$ cat config.mk
export PLATFORM = sky130hd
export DESIGN_NAME = seven_seg_scanner_flat
export DESIGN_NICKNAME = d
export VERILOG_FILES = /design/src/rtl/seven_seg_scanner_if.sv /design/src/rtl/seven_seg_scanner.sv /design/src/flat_wrapper.sv
export SDC_FILE = /design/constraint.sdc
export NUM_CORES = 1
export LEC_CHECK = 0
export BUFFER_PORTS_ARGS = -buffer_cell sky130_fd_sc_hd__buf_4
export CAP_MARGIN = 25
export CORE_MARGIN = 2
export CORE_UTILIZATION = 55
export DETAILED_ROUTE_END_ITERATION = 8
export PLACE_DENSITY = 0.77
export SLEW_MARGIN = 10
export SYNTH_ARGS = -nofsm -noshare
export SYNTH_HDL_FRONTEND = slang
export SYNTH_SLANG_ARGS = --single-unit
$ cat constraint.sdc
create_clock -name clk -period 5.01 [get_ports clk]
set_clock_uncertainty 0.2 [all_clocks]
set_input_delay 1.2525 -clock clk [delete_from_list [all_inputs] [get_ports clk]]
set_output_delay 1.2525 -clock clk [all_outputs]
set_load 0.01 [all_outputs]
$ cat src/rtl/seven_seg_scanner_if.sv
// Display-side signal bundle for seven_seg_scanner: digit value and enables in,
// multiplexer select plus active-low anode/segment/decimal-point drives out.
interface seven_seg_scanner_if;
    logic [3:0] digit;
    logic [3:0] digit_en;
    logic [3:0] dp_in;
    logic [1:0] select;
    logic [3:0] an;
    logic [6:0] seg;
    logic       dp;

    modport master (
        input  digit, digit_en, dp_in,
        output select, an, seg, dp
    );

    modport slave (
        output digit, digit_en, dp_in,
        input  select, an, seg, dp
    );
endinterface

$ cat src/rtl/seven_seg_scanner.sv
// Time-multiplexed 4-digit seven-segment driver with a blanking guard per slot.
// Optional leading-zero blanking is compiled in with `define SEVEN_SEG_LZ_BLANK_EN.
module seven_seg_scanner #(
    parameter int REFRESH_DIV  = 100000,
    parameter int BLANK_CYCLES = 2000
) (
    input  logic                 clk,
    input  logic                 rst_n,
    seven_seg_scanner_if.master  bus
);

    localparam int CW = (REFRESH_DIV > 1) ? $clog2(REFRESH_DIV) : 1;
    localparam logic [CW-1:0] LAST_CNT  = CW'(REFRESH_DIV - 1);
    localparam logic [CW-1:0] BLANK_END = CW'(BLANK_CYCLES);

    typedef enum logic {
        BLANK = 1'b0,
        SHOW  = 1'b1
    } state_t;

    state_t        state_q, state_nx;
    logic [CW-1:0] cnt_q, cnt_nx;
    logic [1:0]    select_q, select_nx;
    logic [3:0]    an_q, an_nx;
    logic [6:0]    seg_q, seg_nx;
    logic          dp_q, dp_nx;
    logic          wrap;
    logic          lz_hide;

    function automatic logic [6:0] decode(input logic [3:0] value);
        case (value)
            4'h0: decode = 7'b1000000;
            4'h1: decode = 7'b1111001;
            4'h2: decode = 7'b0100100;
            4'h3: decode = 7'b0110000;
            4'h4: decode = 7'b0011001;
            4'h5: decode = 7'b0010010;
            4'h6: decode = 7'b0000010;
            4'h7: decode = 7'b1111000;
            4'h8: decode = 7'b0000000;
            4'h9: decode = 7'b0010000;
            4'hA: decode = 7'b0001000;
            4'hB: decode = 7'b0000011;
            4'hC: decode = 7'b1000110;
            4'hD: decode = 7'b0100001;
            4'hE: decode = 7'b0000110;
            default: decode = 7'b0001110;
        endcase
    endfunction

    // NOTE: every signal gets a default at the top of always_comb so no path
    // leaves it unassigned; otherwise synthesis infers a latch.
    always_comb begin
        state_nx  = state_q;
        cnt_nx    = cnt_q + 1'b1;
        select_nx = select_q;
        an_nx     = 4'b1111;
        seg_nx    = 7'b1111111;
        dp_nx     = 1'b1;
        wrap      = (cnt_q == LAST_CNT);

        if (wrap) begin
            cnt_nx    = '0;
            select_nx = select_q - 2'd1;
            state_nx  = BLANK;
        end else if (cnt_nx == BLANK_END) begin
            state_nx = SHOW;
        end

        // Outputs are computed from the next state so they register in step with it.
        if (state_nx == SHOW) begin
            seg_nx = decode(bus.digit);
            if (bus.digit_en[select_q] && !lz_hide) begin
                an_nx = ~(4'b0001 << select_q);
                dp_nx = ~bus.dp_in[select_q];
            end
        end
    end

`ifdef SEVEN_SEG_LZ_BLANK_EN
    logic lz_q, lz_nx;

    always_comb begin
        lz_nx   = lz_q;
        lz_hide = lz_q && (bus.digit == 4'h0) && (select_q != 2'd0);
        if (wrap && (select_nx == 2'd3)) begin
            lz_nx = 1'b1;
        end else if ((state_q == BLANK) && (state_nx == SHOW) &&
                     bus.digit_en[select_q] && (bus.digit != 4'h0)) begin
            lz_nx = 1'b0;
        end
    end

    // Reset starts a digit-3 slot, so the flag comes out of reset armed.
    always_ff @(posedge clk or negedge rst_n) begin
        if (!rst_n) lz_q <= 1'b1;
        else        lz_q <= lz_nx;
    end
`else
    assign lz_hide = 1'b0;
`endif

    always_ff @(posedge clk or negedge rst_n) begin
        if (!rst_n) begin
            state_q <= BLANK;
        end else begin
            state_q <= state_nx;
        end
    end

    // NOTE: non-blocking assignments keep every register updating from the
    // pre-edge values, independent of statement order.
    always_ff @(posedge clk or negedge rst_n) begin
        if (!rst_n) begin
            cnt_q    <= '0;
            select_q <= 2'd3;
            an_q     <= 4'b1111;
            seg_q    <= 7'b1111111;
            dp_q     <= 1'b1;
        end else begin
            cnt_q    <= cnt_nx;
            select_q <= select_nx;
            an_q     <= an_nx;
            seg_q    <= seg_nx;
            dp_q     <= dp_nx;
        end
    end

    assign bus.select = select_q;
    assign bus.an     = an_q;
    assign bus.seg    = seg_q;
    assign bus.dp     = dp_q;

endmodule
$ cat src/flat_wrapper.sv
// flat-port wrapper written by rule: the top's interface ports become plain ports
module seven_seg_scanner_flat 
#(
    parameter int REFRESH_DIV  = 100000,
    parameter int BLANK_CYCLES = 2000
)
  (clk, rst_n, bus_digit, bus_digit_en, bus_dp_in, bus_select, bus_an, bus_seg, bus_dp);
  seven_seg_scanner_if bus_i ();
  input  logic clk;
  input  logic rst_n;
  input wire logic [$bits(bus_i.digit)-1:0] bus_digit;
  input wire logic [$bits(bus_i.digit_en)-1:0] bus_digit_en;
  input wire logic [$bits(bus_i.dp_in)-1:0] bus_dp_in;
  output wire logic [$bits(bus_i.select)-1:0] bus_select;
  output wire logic [$bits(bus_i.an)-1:0] bus_an;
  output wire logic [$bits(bus_i.seg)-1:0] bus_seg;
  output wire logic [$bits(bus_i.dp)-1:0] bus_dp;
  assign bus_i.digit = bus_digit;
  assign bus_i.digit_en = bus_digit_en;
  assign bus_i.dp_in = bus_dp_in;
  assign bus_select = bus_i.select;
  assign bus_an = bus_i.an;
  assign bus_seg = bus_i.seg;
  assign bus_dp = bus_i.dp;
  seven_seg_scanner #(.REFRESH_DIV(REFRESH_DIV), .BLANK_CYCLES(BLANK_CYCLES)) u_core (.clk(clk), .rst_n(rst_n), .bus(bus_i));
endmodule
==> results.txt, run 1 <==
----------------------------------------------------
[Placed design]
  Routability-driven placement congestion ratio ... roughly 0.9
  Port bufs ... 27
  Hpwl dp ... around 2600 µm

[Setup path]
  Buf+Inv Stages, Crit Path ... 1
  Worst stage delay on the critical path ... approximately 0.62 ns
  Endpoint type of the worst setup path ... output pin
  Cell family contributing the most delay on the critical path ... flip-flops
  Data arrival, critical path ... 1.11 ns
  Critical path required time ... 3.56 ns
  Startpoint class of the critical path ... flip-flop
  Type of the worst setup path ... reg2out
  Cell chain of the critical path ... buf_4
  Peak fanout along the critical path ... 6
  CP max-delay cell ... dfstp_2

[Synth]
  Synthesized-area fraction occupied by ao, oa, aoi and oai cells ... around 7.0%
  Simple-gate portion of the synthesized area ... 23.7%
  Sequential cell area fraction in the yosys report ... ~44%
  Area fraction of the dominant cell type after synthesis ... between 20% and 30%
  Mapped cell area ... about 1900 µm²
  Top post-synthesis cells by area ... dfrtp_1 (24%), dfstp_2 (20%), ha_1 (7.4%)
  Synthesized area divided by synthesized cell count ... 10.5 µm²
  Synthesized netlist net count ... a little over 200
  Combinational family with the most area after synthesis ... simple AND/OR/NAND/NOR gates
  Adder-cell share of the synthesized area ... 7.41%
  Synthesis-stage register bit count ... 32
  Library cells used by synthesis ... 42
  XOR/XNOR share of the synthesized area ... approximately 8%
  Post-synth top area cell ... dfrtp_1
  Yosys warnings ... 0
  Multiplexer share of the synthesized area ... slightly below 6%
  Gate count after technology mapping ... 177

[Timing]
  Slew of the pin with the lowest slew margin ... between 0.4 and 0.5 ns
  Unrepaired setup endpoints after global routing ... false
  Final setup vio count ... 0
  Final hold viol count ... 0
  Peak Freq ... 0.391 GHz
  Slew HR ... between 60% and 70%
  Time the final worst path needs with I/O delays and setup ... roughly 2.6 ns
  Ratio of final minimum period to clock period ... about half
  Count of final max-slew check failures ... 0
  Setup TNS ... 0 ns

[Global route]
  Total grt overflow ... 0
  Antenna violations before repair ... 0
  GR Util All Layers ... slightly above 20%
  First-pass GRT wire length ... a little over 6000 µm
  Vias in the first global route ... between 1,000 and 1,500
  Largest net degree at the start of global routing ... 33

[CTS]
  CTS Root Cell ... clkbuf_4
  Total clock buffers created by CTS ... 5
  Post-CTS Hold Buffers ... 0
  Number of buffers on the longest clock path ... 2
  Worst-path clk slew ... 0.10 ns
  CTS-repair resized insts ... 0
  Number of H-tree levels ... 2
  CTS tree ... yes
  Number of clock sinks seen by CTS ... 32
  Post CTS Setup Buffer Count ... 0
  Clock latency on the worst-skew pair ... about 0.34 ns

[Die]
  I/O pin cnt ... 28
  Core Rows ... 21
  Die area ... about 3900 µm²
  Effective utilization at floorplan ... 56.5%
  Width of the chip ... approximately 62 µm
  Vertical die dimension ... 62.1 µm
  Core footprint ... about 3300 µm²

[Drt]
  Via count normalized by instance count ... 5.54
  Antenna Violating Nets Remaining ... 0
  Drt first pass iters ... 4
  Vias after detailed routing ... roughly 1,400
  DRC errors left ... 0
  First DRT Iteration DRCs ... 47
  Sum of routed wire length over all layers ... approximately 3500 µm
  WL/cell ... 13.9 µm

[Final layout]
  Ratio of cells with drive above 1 in the final layout ... 30.4%
  Layout filler cell count ... between 200 and 300
  Total inserted antenna cells ... 0
  Number of nets in the finished design ... 228
  Area grow syn2layout ... 16.0%

[Power]
  Power density normalized to cell area ... 223 nW/µm²
  Switching power as a share of total power ... between 20% and 30%
  Cell Int Power ... about 380 µW
  Peak VDD IR ... about 0.00013 V
  Fraction of power consumed by sequential logic ... between 50% and 60%
  Combinational Power Share ... 6.6%
  Leak ... just under 1 nW
  Portion of total power attributed to the clock network ... 39.6%
  NetSw ... ~100 µW
  Total power ... 481 µW

[Run]
  Number of maximum-capacitance constraint violations ... 0

[Status]
  Status ... complete, no violations

[Min path]
  Worst hold path class ... reg2reg

----------------------------------------------------
## layout make-up
cell class	instances	area [µm²]	area share [%]
Multi-Input combinational cell	130	970	45.0
Timing Repair Buffer	28	210	9.76
Clock buffer	6	41.3	1.92
Sequential cell	32	818	38.0
Clock inverter	2	35.0	1.63
Inverter	6	22.5	1.05
Tap cell	46	57.6	2.67
## flip-flops by register name, summed over array words and instances (netlist names)
name,flops
u_core.cnt_q,17
u_core.bus.seg,7
u_core.bus.an,4
u_core.state_q,1
u_core.bus.dp,1
u_core.bus.select,2
## cells in the final DEF (no fill, tap or decap), types with 2 or more instances in the layout
cell type and instances:
nor2_1 15, ha_1 11, inv_1 6, nand4_1 3
dfstp_2 14, nand3_1 12, nand2b_1 2, nor3_1 3
nand2_1 17, nor2b_1 6, nand3b_1 3, buf_4 28
nand3_4 2, a221oi_1 2, xor2_1 9, a21oi_1 2
clkbuf_4 5, dfrtp_1 18, mux2i_1 4, mux4_2 3
xnor2_1 8, nor3_4 2, o21ai_0 6, and3_1 3
## power groups by stage
stage	sequential (mW)	combinational (mW)	clock [mW]
floorplan	0.263	0.0156	0
global placement	0.263	0.0302	0
detailed placement	0.263	0.0322	0
CTS	0.259	0.0324	0.196
global route	0.259	0.0356	0.208
finish	0.259	0.0318	0.190
## metal layers
layer	GRT usage (%)	wire, µm	vias to the layer above
li1	-	-	667
met1	25.3	1480	668
met2	32.5	1770	45
met3	6.52	158	6
met4	8.33	70	0
met5	0	0	-
## worst paths after layout
| kind | from | end | slack (ns) | cells past startpoint |
|---|---|---|---|---|
| worst min-delay path | u_core.cnt_q[11]$_DFF_PN0_ | u_core.cnt_q[11]$_DFF_PN0_ | 0.32 | 1 |
| worst max register to register | u_core.cnt_q[0]$_DFF_PN0_ | u_core.state_q$_DFF_PN0_ | 2.51 | 7 |
| worst max-delay path | u_core.bus.select[0]$_DFFE_PN1N_ | bus_select[0] | 2.45 | 1 |
| worst min register to register | u_core.cnt_q[11]$_DFF_PN0_ | u_core.cnt_q[11]$_DFF_PN0_ | 0.32 | 1 |
| max in group asynchronous | rst_n | u_core.bus.seg[1]$_DFF_PN1_ | 3.66 | 1 |
| min in group asynchronous | rst_n | u_core.cnt_q[10]$_DFF_PN0_ | 0.63 | 1 |
## through the flow
stage               util, %  hold slack, ns  std cells  worst slack [ns]  cell area [µm²]
finish                 65.6           0.319        250              2.45             2150
global route           65.6           0.343        250              2.33             2150
CTS                    65.6           0.318        250              2.43             2150
detailed placement     63.3           0.296        242              2.30             2080
global placement       63.3           0.286        242              2.35             2080
floorplan                 -           0.260        177              2.54             1860
## synth_stat cells (all sizes together)
cell type	instances
mux4	3
ha	11
dfstp	14
nor2	15
mux2i	4
and4	1
nor2b	6
o31ai	1
inv	6
a221oi	2
and3	3
or3	1
buf	6
nand3b	3
o32ai	1
o211a	1
nor3	5
nand3	14
xor2	9
a21oi	2
or3b	2
nand4	3
nor4	2
a211oi	1
o21ai	6
nand2b	2
xnor2	8
a211o	1
or2	1
clkbuf	3
nand2	18
dfrtp	18
a32oi	1
and2	1
a41o	2
## cell families (layout without fill, tap and decap cells)
kind of cell	count (synthesis)	count (layout)
buffers and inverters	15	42
AO/OA/AOI/OAI	18	18
flip-flops	32	32
AND/OR/NAND/NOR	77	77
XOR/XNOR	17	17
multiplexers	7	7
adder cells (fa/ha/maj)	11	11
(Power assumes the default switching activity.)
==> inputs of run 2 (changes only) <==
--- a/config.mk
+++ b/config.mk
@@ -5,6 +5,7 @@
 export SDC_FILE = /design/constraint.sdc
 export NUM_CORES = 1
 export LEC_CHECK = 0
+export ABC_AREA = 1
 export BUFFER_PORTS_ARGS = -buffer_cell sky130_fd_sc_hd__buf_4
 export CAP_MARGIN = 25
 export CORE_MARGIN = 2
==> constraint.sdc (replaced) <==
create_clock -name clk -period 2.6 [get_ports clk]
set_clock_uncertainty 0.2 [all_clocks]
set_input_delay 0.65 -clock clk [delete_from_list [all_inputs] [get_ports clk]]
set_output_delay 0.65 -clock clk [all_outputs]
set_load 0.01 [all_outputs]
==> run 2 against run 1 <==
Compared with the run above: worst hold slack worse by 0.29 ns; highest routed layer unchanged; first-iteration DRC count grew to 2.6 times the previous value; register-to-register slack got worse by 2.0 ns; sequential power grew 93%; count of clock-buffer cells in the layout fell by 1.
==> results.txt, run 2 <==
----------------------------------------------------
[Die]
  Width of the chip ... 63.9 µm (+2.9%)
  Vertical die dimension ... 63.9 µm (+2.9%)
  Core Rows ... 21 (unchanged)
  Effective utilization at floorplan ... 58.2% (+1.7 points)
  I/O pin cnt ... 28 (unchanged)
  Core footprint ... 3390 µm² (+3.2%)
  Die area ... 4080 µm² (+5.8%)

[Timing]
  Slew HR ... 73.1% (+4.2 points)
  Ratio of final minimum period to clock period ... about four fifths
  Peak Freq ... ~0.47 GHz
  Final setup vio count ... 0 (unchanged)
  Unrepaired setup endpoints after global routing ... false
  Final hold viol count ... 0 (unchanged)
  Setup TNS ... 0 ns (unchanged)
  Time the final worst path needs with I/O delays and setup ... 2.11 ns
  Count of final max-slew check failures ... 0 (unchanged)
  Slew of the pin with the lowest slew margin ... 0.400 ns (-0.0635 ns)
  Post-route setup slack ... 0.492 ns (-1.96 ns)

[Drt]
  First DRT Iteration DRCs ... 122 (+160%)
  WL/cell ... 12.1 µm (-13%)
  Via count normalized by instance count ... 5.20 (-6.2%)
  Vias after detailed routing ... 1,675 (+21%)
  DRC errors left ... 0 (unchanged)
  Sum of routed wire length over all layers ... 3890 µm (+12%)
  Antenna Violating Nets Remaining ... 0 (unchanged)
  Drt first pass iters ... 4 (unchanged)

[Synth]
  Synthesis-stage register bit count ... 32 (unchanged)
  Count of flip-flops with a built-in enable after synthesis ... 0 (unchanged)
  Gate count after technology mapping ... 244 (+38%)
  Synthesized-area fraction occupied by ao, oa, aoi and oai cells ... 7.04% (+0.031 points)
  Synthesized netlist net count ... 269 (+33%)
  Post-synth top area cell ... dfrtp_1
  Adder-cell share of the synthesized area ... 6.98% (-0.44 points)
  Top post-synthesis cells by area ... dfrtp_1 (23%), dfstp_2 (19%), nand2_1 (9.5%)
  Fraction of synthesis flops using an asynchronous set or reset pin ... 100% (unchanged)
  Sequential cell area fraction in the yosys report ... 41.5% (-2.6 points)
  Area fraction of the dominant cell type after synthesis ... 22.8% (-1.4 points)
  Simple-gate portion of the synthesized area ... 35.2% (+12 points)
  XOR/XNOR share of the synthesized area ... 0.888% (-7.1 points)
  Yosys warnings ... 0 (unchanged)
  Mapped cell area ... 1970 µm² (+6.3%)
  Cell with the most instances after synthesis ... nand2_1
  List of most frequent post-synthesis cells ... nand2_1 (50), inv_1 (35), nor2_1 (30)
  Synthesized area divided by synthesized cell count ... 8.09 µm² (-23%)
  Library cells used by synthesis ... 28 (-33%)
  Multiplexer share of the synthesized area ... 0% (-5.8 points)
  Most used flip-flop cell after synthesis ... dfrtp_1
  Combinational family with the most area after synthesis ... simple AND/OR/NAND/NOR gates

[CTS]
  Worst-path clk slew ... 0.11 ns (about the same)
  CTS-repair resized insts ... 0 (unchanged)
  CTS Root Cell ... clkbuf_4
  Number of clock sinks seen by CTS ... 32 (unchanged)
  Number of H-tree levels ... 2 (unchanged)
  Post-CTS Hold Buffers ... 0 (unchanged)
  Clock latency on the worst-skew pair ... 0.33 ns (about the same)
  Number of buffers on the longest clock path ... 2 (unchanged)
  Total clock buffers created by CTS ... 5 (unchanged)
  Post CTS Setup Buffer Count ... 0 (unchanged)
  CTS tree ... yes

[Placed design]
  Hpwl dp ... 3020 µm (+18%)
  Routability-driven placement congestion ratio ... 0.933 (+6.8%)
  Post-placement cell area ... 2210 µm² (+6.3%)
  Worst slack, placed ... 0.483 ns (-1.82 ns)
  Port bufs ... 27 (unchanged)
  Placed cell count ... 314 (+30%)

[Setup path]
  Type of the worst setup path ... reg2reg
  Data arrival, critical path ... 2.17 ns (+1.06 ns)
  Endpoint type of the worst setup path ... flip-flop
  Peak fanout along the critical path ... 12 (+6)
  Register-to-Register Path Depth ... 13 (+6)
  Timing startpoint of the critical path ... u_core.cnt_q[0]$_DFF_PN0_
  Reg2Reg Launch Point ... u_core.cnt_q[0]$_DFF_PN0_
  Critical path required time ... 2.66 ns (-0.90 ns)
  Startpoint class of the critical path ... flip-flop

[Global route]
  Largest net degree at the start of global routing ... 33 (unchanged)
  Total grt overflow ... 0 (unchanged)
  Vias in the first global route ... 1,688 (+28%)
  GR Util All Layers ... 22.6% (+2.4 points)
  Antenna violations before repair ... 0 (unchanged)
  First-pass GRT wire length ... 7220 µm (+19%)

[Power]
  Leak ... 1.04 nW (+7.1%)
  Total power ... 935 µW (+94%)
  Peak VDD IR ... 0.000343 V (+170%)
  Power density normalized to cell area ... 408 nW/µm² (+83%)

[Final layout]
  Leading cell type in the layout, fill and taps excluded ... nand2_1
  Most frequent cells in the layout ... nand2_1 (50), inv_1 (35), nor2_1 (30)
  Reg with most FFs ... u_core.cnt_q
  Area grow syn2layout ... 16.0% (about the same)
  Max FFs per register ... 17 (unchanged)
  Number of nets in the finished design ... 300 (+32%)
  Number of cells in the finished layout apart from fillers ... 322 (+29%)
  Ratio of cells with drive above 1 in the final layout ... 29.0% (-1.4 points)
  Total inserted antenna cells ... 0 (unchanged)
  Final Instance Area ... 2290 µm² (+6.3%)

[Min path]
  Worst hold path class ... in2async

[Status]
  Status ... complete, no violations

[Run]
  Number of maximum-capacitance constraint violations ... 0 (unchanged)

----------------------------------------------------
-- run 2: cell types whose count changed after synthesis, sizes merged, moves of 4 or more --
cell / before / now
inv: 6 / 35
mux2i: 4 / 0
nor2: 15 / 40
buf: 6 / 1
nand2: 18 / 58
a21oi: 2 / 9
xnor2: 8 / 0
nand3: 14 / 26
nor2b: 6 / 0
xor2: 9 / 2
-- run 2: worst max-delay path: stages (launching register included) --
cell and delay, ns:
dfrtp_1 0.42, ha_1 0.23, nand2_1 0.10, inv_1 0.08
nand2_1 0.12, nand2_1 0.06, inv_1 0.08, nand3_1 0.09
nor2_1 0.13, nand2_1 0.08, nor2_2 0.10, nand2_2 0.08
nand2_4 0.17, nand3_1 0.10
-- run 2: routing by layer --
metal | track usage [%] | wire (µm)
met4 | 8.97 | 54
met3 | 4.58 | 155
met5 | 0 | 0
met2 | 38.0 | 1940
met1 | 28.2 | 1740
-- run 2: cell type report --
class                   instances  area (µm²)
fillers                       284        1100
clock inverters                 3        42.5
well taps                      46        57.6
inverters                      36         135
clock buffers                   5        37.5
multi-input cells             172         988
repair buffers                 28         210
flip-flops and latches         32         818
-- run 2: path summary, 6_finish.rpt --
check                                                    to  slack (ns)
worst max-delay path            u_core.bus.seg[6]$_DFF_PN1_        0.49
worst min-delay path             u_core.cnt_q[14]$_DFF_PN0_        0.03
worst max register to register  u_core.bus.seg[6]$_DFF_PN1_        0.49
worst min register to register    u_core.cnt_q[0]$_DFF_PN0_        0.29
max in group asynchronous        u_core.bus.an[3]$_DFF_PN1_        1.85
min in group clk                  u_core.cnt_q[0]$_DFF_PN0_        0.29
-- run 2: where the power goes --
| part | switching [mW] | internal (mW) |
|---|---|---|
| Sequential | 0 | 0.499 |
| Clock | 0.177 | 0.200 |
| Combinational | 0.0345 | 0.0237 |
-- run 2: stage by stage --
stage               hold slack [ns]  util, %
global route                 0.0419     67.6
floorplan                     0.154        -
finish                       0.0321     67.6
global placement              0.265     65.2
CTS                          0.0364     67.6
detailed placement            0.274     65.2
-- run 2: kinds of logic (layout without fill, tap and decap cells) --
logic type / count (synthesis) / after routing
and+or+nand+nor: 135 / 135
buffers and inverters: 40 / 72
DFF: 32 / 32
AOI/OAI and AO/OA: 24 / 24
adders and majority gates: 11 / 11
xor gates and xnor gates: 2 / 2
==> inputs of run 3 (changes only) <==
==> constraint.sdc (replaced) <==
create_clock -name clk -period 2 [get_ports clk]
set_clock_uncertainty 0.2 [all_clocks]
set_input_delay 0.5 -clock clk [delete_from_list [all_inputs] [get_ports clk]]
set_output_delay 0.5 -clock clk [all_outputs]
set_load 0.01 [all_outputs]
==> run 3 against run 2 <==
Compared with the run above: first-iteration DRC count shrank 39%; cell count grew 3.7%; fmax grew 8.7%; final area grew 9.8%; critical path type unchanged; critical endpoint is now u_core.bus.an[1]$_DFF_PN1_; largest cell class unchanged; largest power group unchanged.
==> results.txt, run 3 (same netlist as run 2, synthesis figures left out) <==
----------------------------------------------------
[Timing]
  Ratio of final minimum period to clock period ... 97.0% (+16 points)
  Time the final worst path needs with I/O delays and setup ... 1.94 ns (-0.169 ns)
  Slew HR ... 69.9% (-3.2 points)
  Worst hold slack across all endpoints ... 0.288 ns (+0.256 ns)
  Final setup vio count ... 0 (unchanged)
  Slew of the pin with the lowest slew margin ... 0.447 ns (+0.0471 ns)
  Unrepaired setup endpoints after global routing ... true
  Peak Freq ... 0.516 GHz (+8.7%)
  Final hold viol count ... 0 (unchanged)
  Count of final max-slew check failures ... 0 (unchanged)

[CTS]
  Number of buffers on the longest clock path ... 2 (unchanged)
  Number of clock sinks seen by CTS ... 32 (unchanged)
  Total clock buffers created by CTS ... 5 (unchanged)
  CTS Root Cell ... clkbuf_4
  Worst-path clk slew ... 0.11 ns (about the same)
  Number of H-tree levels ... 2 (unchanged)
  Clock latency on the worst-skew pair ... 0.33 ns (about the same)
  CTS tree ... yes

[Setup path]
  Type of the worst setup path ... reg2reg
  Peak fanout along the critical path ... 6 (-6)
  Data arrival, critical path ... 2.00 ns (-0.17 ns)
  Register-to-Register Path Depth ... 13 (unchanged)
  Reg2Reg Launch Point ... u_core.cnt_q[1]$_DFF_PN0_
  Critical path required time ... 2.07 ns (-0.59 ns)
  Critical R2R Capture ... u_core.bus.an[1]$_DFF_PN1_
  Minimum setup slack among reg-to-reg paths ... 0.06 ns (-0.43 ns)
  Endpoint type of the worst setup path ... flip-flop
  Startpoint class of the critical path ... flip-flop

[Final layout]
  Number of nets in the finished design ... 312 (+4.0%)
  Total inserted antenna cells ... 0 (unchanged)
  Leading cell type in the layout, fill and taps excluded ... nand2_1
  Layout filler cell count ... 261 (-8.1%)
  Ratio of cells with drive above 1 in the final layout ... 38.9% (+9.9 points)
  Final design utilization ... 74.2% (+6.6 points)
  Most frequent cells in the layout ... nand2_1 (43), buf_4 (38), inv_1 (32)
  Area grow syn2layout ... 27.4%
  Max FFs per register ... 17 (unchanged)
  Reg with most FFs ... u_core.cnt_q

[Min path]
  Hold Path Stages ... 3
  Worst hold path class ... in2reg
  Endpoint of the worst hold-timing path ... u_core.bus.seg[2]$_DFF_PN1_
  Launch point of the worst hold path ... bus_digit[2]

[Status]
  Status ... complete, no violations

[Drt]
  Antenna Violating Nets Remaining ... 0 (unchanged)
  Drt first pass iters ... 4 (unchanged)
  First DRT Iteration DRCs ... 74 (-39%)
  Vias after detailed routing ... 1,748 (+4.4%)
  DRC errors left ... 0 (unchanged)
  Via count normalized by instance count ... 5.23 (+0.61%)
  WL/cell ... 13.1 µm (+8.8%)
  Sum of routed wire length over all layers ... 4390 µm (+13%)

[Placed design]
  Routability-driven placement congestion ratio ... 0.955 (+2.3%)
  Hpwl dp ... 3050 µm (+1.0%)
  Port bufs ... 27 (unchanged)

[Power]
  Power density normalized to cell area ... 449 nW/µm² (+10%)
  Total power ... 1.13 mW (+21%)
  Leak ... 1.13 nW (+8.7%)
  Peak VDD IR ... 0.000371 V (+8.2%)

[Run]
  Number of maximum-capacitance constraint violations ... 0 (unchanged)

[Die]
  Core footprint ... 3390 µm² (unchanged)
  Die area ... 4080 µm² (unchanged)
  I/O pin cnt ... 28 (unchanged)
  Effective utilization at floorplan ... 58.2% (unchanged)
  Width of the chip ... 63.9 µm (unchanged)
  Core Rows ... 21 (unchanged)
  Vertical die dimension ... 63.9 µm (unchanged)

[Global route]
  Met3 GRT Util ... 5.63% (+1.1 points)
  First-pass GRT wire length ... 7260 µm (+0.47%)
  Largest net degree at the start of global routing ... 33 (unchanged)
  GR Util All Layers ... 23.2% (+0.62 points)
  Antenna violations before repair ... 0 (unchanged)
  Global-route met2 utilization ... 38.8% (+0.78 points)
  Global routing usage on met1 ... 29.2% (+0.97 points)
  Total grt overflow ... 0 (unchanged)
  Vias in the first global route ... 1,635 (-3.1%)
  Most Used Layer, Global Route ... met2

----------------------------------------------------
## run 3: cell types whose count changed in the layout (fill, tap and decap cells not counted), sizes merged
cell         previous run  this run
buf                    28        38
bufinv                  1         0
clkbuf                  5         6
clkinv                  2         1
clkinvlp                1         2
dlygate4sd3             0         1
nand2                  58        59
## run 3: layer usage
layer | vias up | share of wire [%]
met5 | - | 0
met2 | 53 | 51
met4 | 0 | 0.71
met3 | 4 | 4.9
li1 | 871 | -
met1 | 820 | 43
## run 3: worst max path at each step
stage / from / end / slack (ns) / cells after the start
finish: u_core.cnt_q[1]$_DFF_PN0_ / u_core.bus.an[1]$_DFF_PN1_ / 0.06 / 13
detailed placement: u_core.cnt_q[1]$_DFF_PN0_ / u_core.bus.seg[6]$_DFF_PN1_ / -0.08 / 13
global placement: u_core.cnt_q[0]$_DFF_PN0_ / u_core.bus.an[3]$_DFF_PN1_ / -0.02 / 13
global route: u_core.cnt_q[1]$_DFF_PN0_ / u_core.bus.seg[5]$_DFF_PN1_ / -0.05 / 13
floorplan: u_core.cnt_q[0]$_DFF_PN0_ / u_core.bus.an[0]$_DFF_PN1_ / 0.11 / 14
CTS: u_core.cnt_q[1]$_DFF_PN0_ / u_core.bus.seg[6]$_DFF_PN1_ / 0.007 / 12
## run 3: power breakdown
part | switching (mW) | total, mW | internal, mW | leakage [nW]
clock network | 0.233 | 0.404 | 0.171 | 0.0305
logic | 0.0452 | 0.0775 | 0.0322 | 0.724
registers | 0 | 0.648 | 0.648 | 0.379
## run 3: layout make-up
cell class,instances,area [µm²],area share [%]
inverter,36,138,5.48
timing repair buffer,39,295,11.7
clock inverter,2,15.0,0.597
tap,46,57.6,2.29
multi-input combinational,173,1130,45.1
sequential,32,822,32.7
clock buffer,6,51.3,2.04
## run 3: critical path, cell delays in order (launching register included)
cell and delay (ns):
dfrtp_2 0.44, ha_4 0.19, nand2_4 0.07, inv_2 0.05
nand2_2 0.09, nand2_2 0.06, inv_2 0.06, nand3_1 0.07
nor2_1 0.13, nand2_1 0.10, nor2_4 0.11, nand2_4 0.11
nand2_8 0.11, nand3_4 0.07
## run 3: what timing repair did
action	in CTS	in global routing
gates resized for setup	9	27
buffers inserted	0	6
hold buffers	1	0
gates cloned	1	0
pin swaps	6	17
endpoints found under the hold margin	18	0
setup endpoints to repair	12	13
## run 3: stage by stage
stage / instances / area [µm²] / setup WS (ns) / TNS (ns)
6_report: 334 / 2510 / 0.0607 / 0
3_5_place_dp: 318 / 2240 / -0.0762 / -0.513
3_3_place_gp: 318 / 2240 / -0.0221 / -0.0457
4_1_cts: 328 / 2370 / 0.00657 / 0
2_1_floorplan: 244 / 1970 / 0.107 / 0
5_1_grt: 334 / 2510 / -0.0473 / -0.358
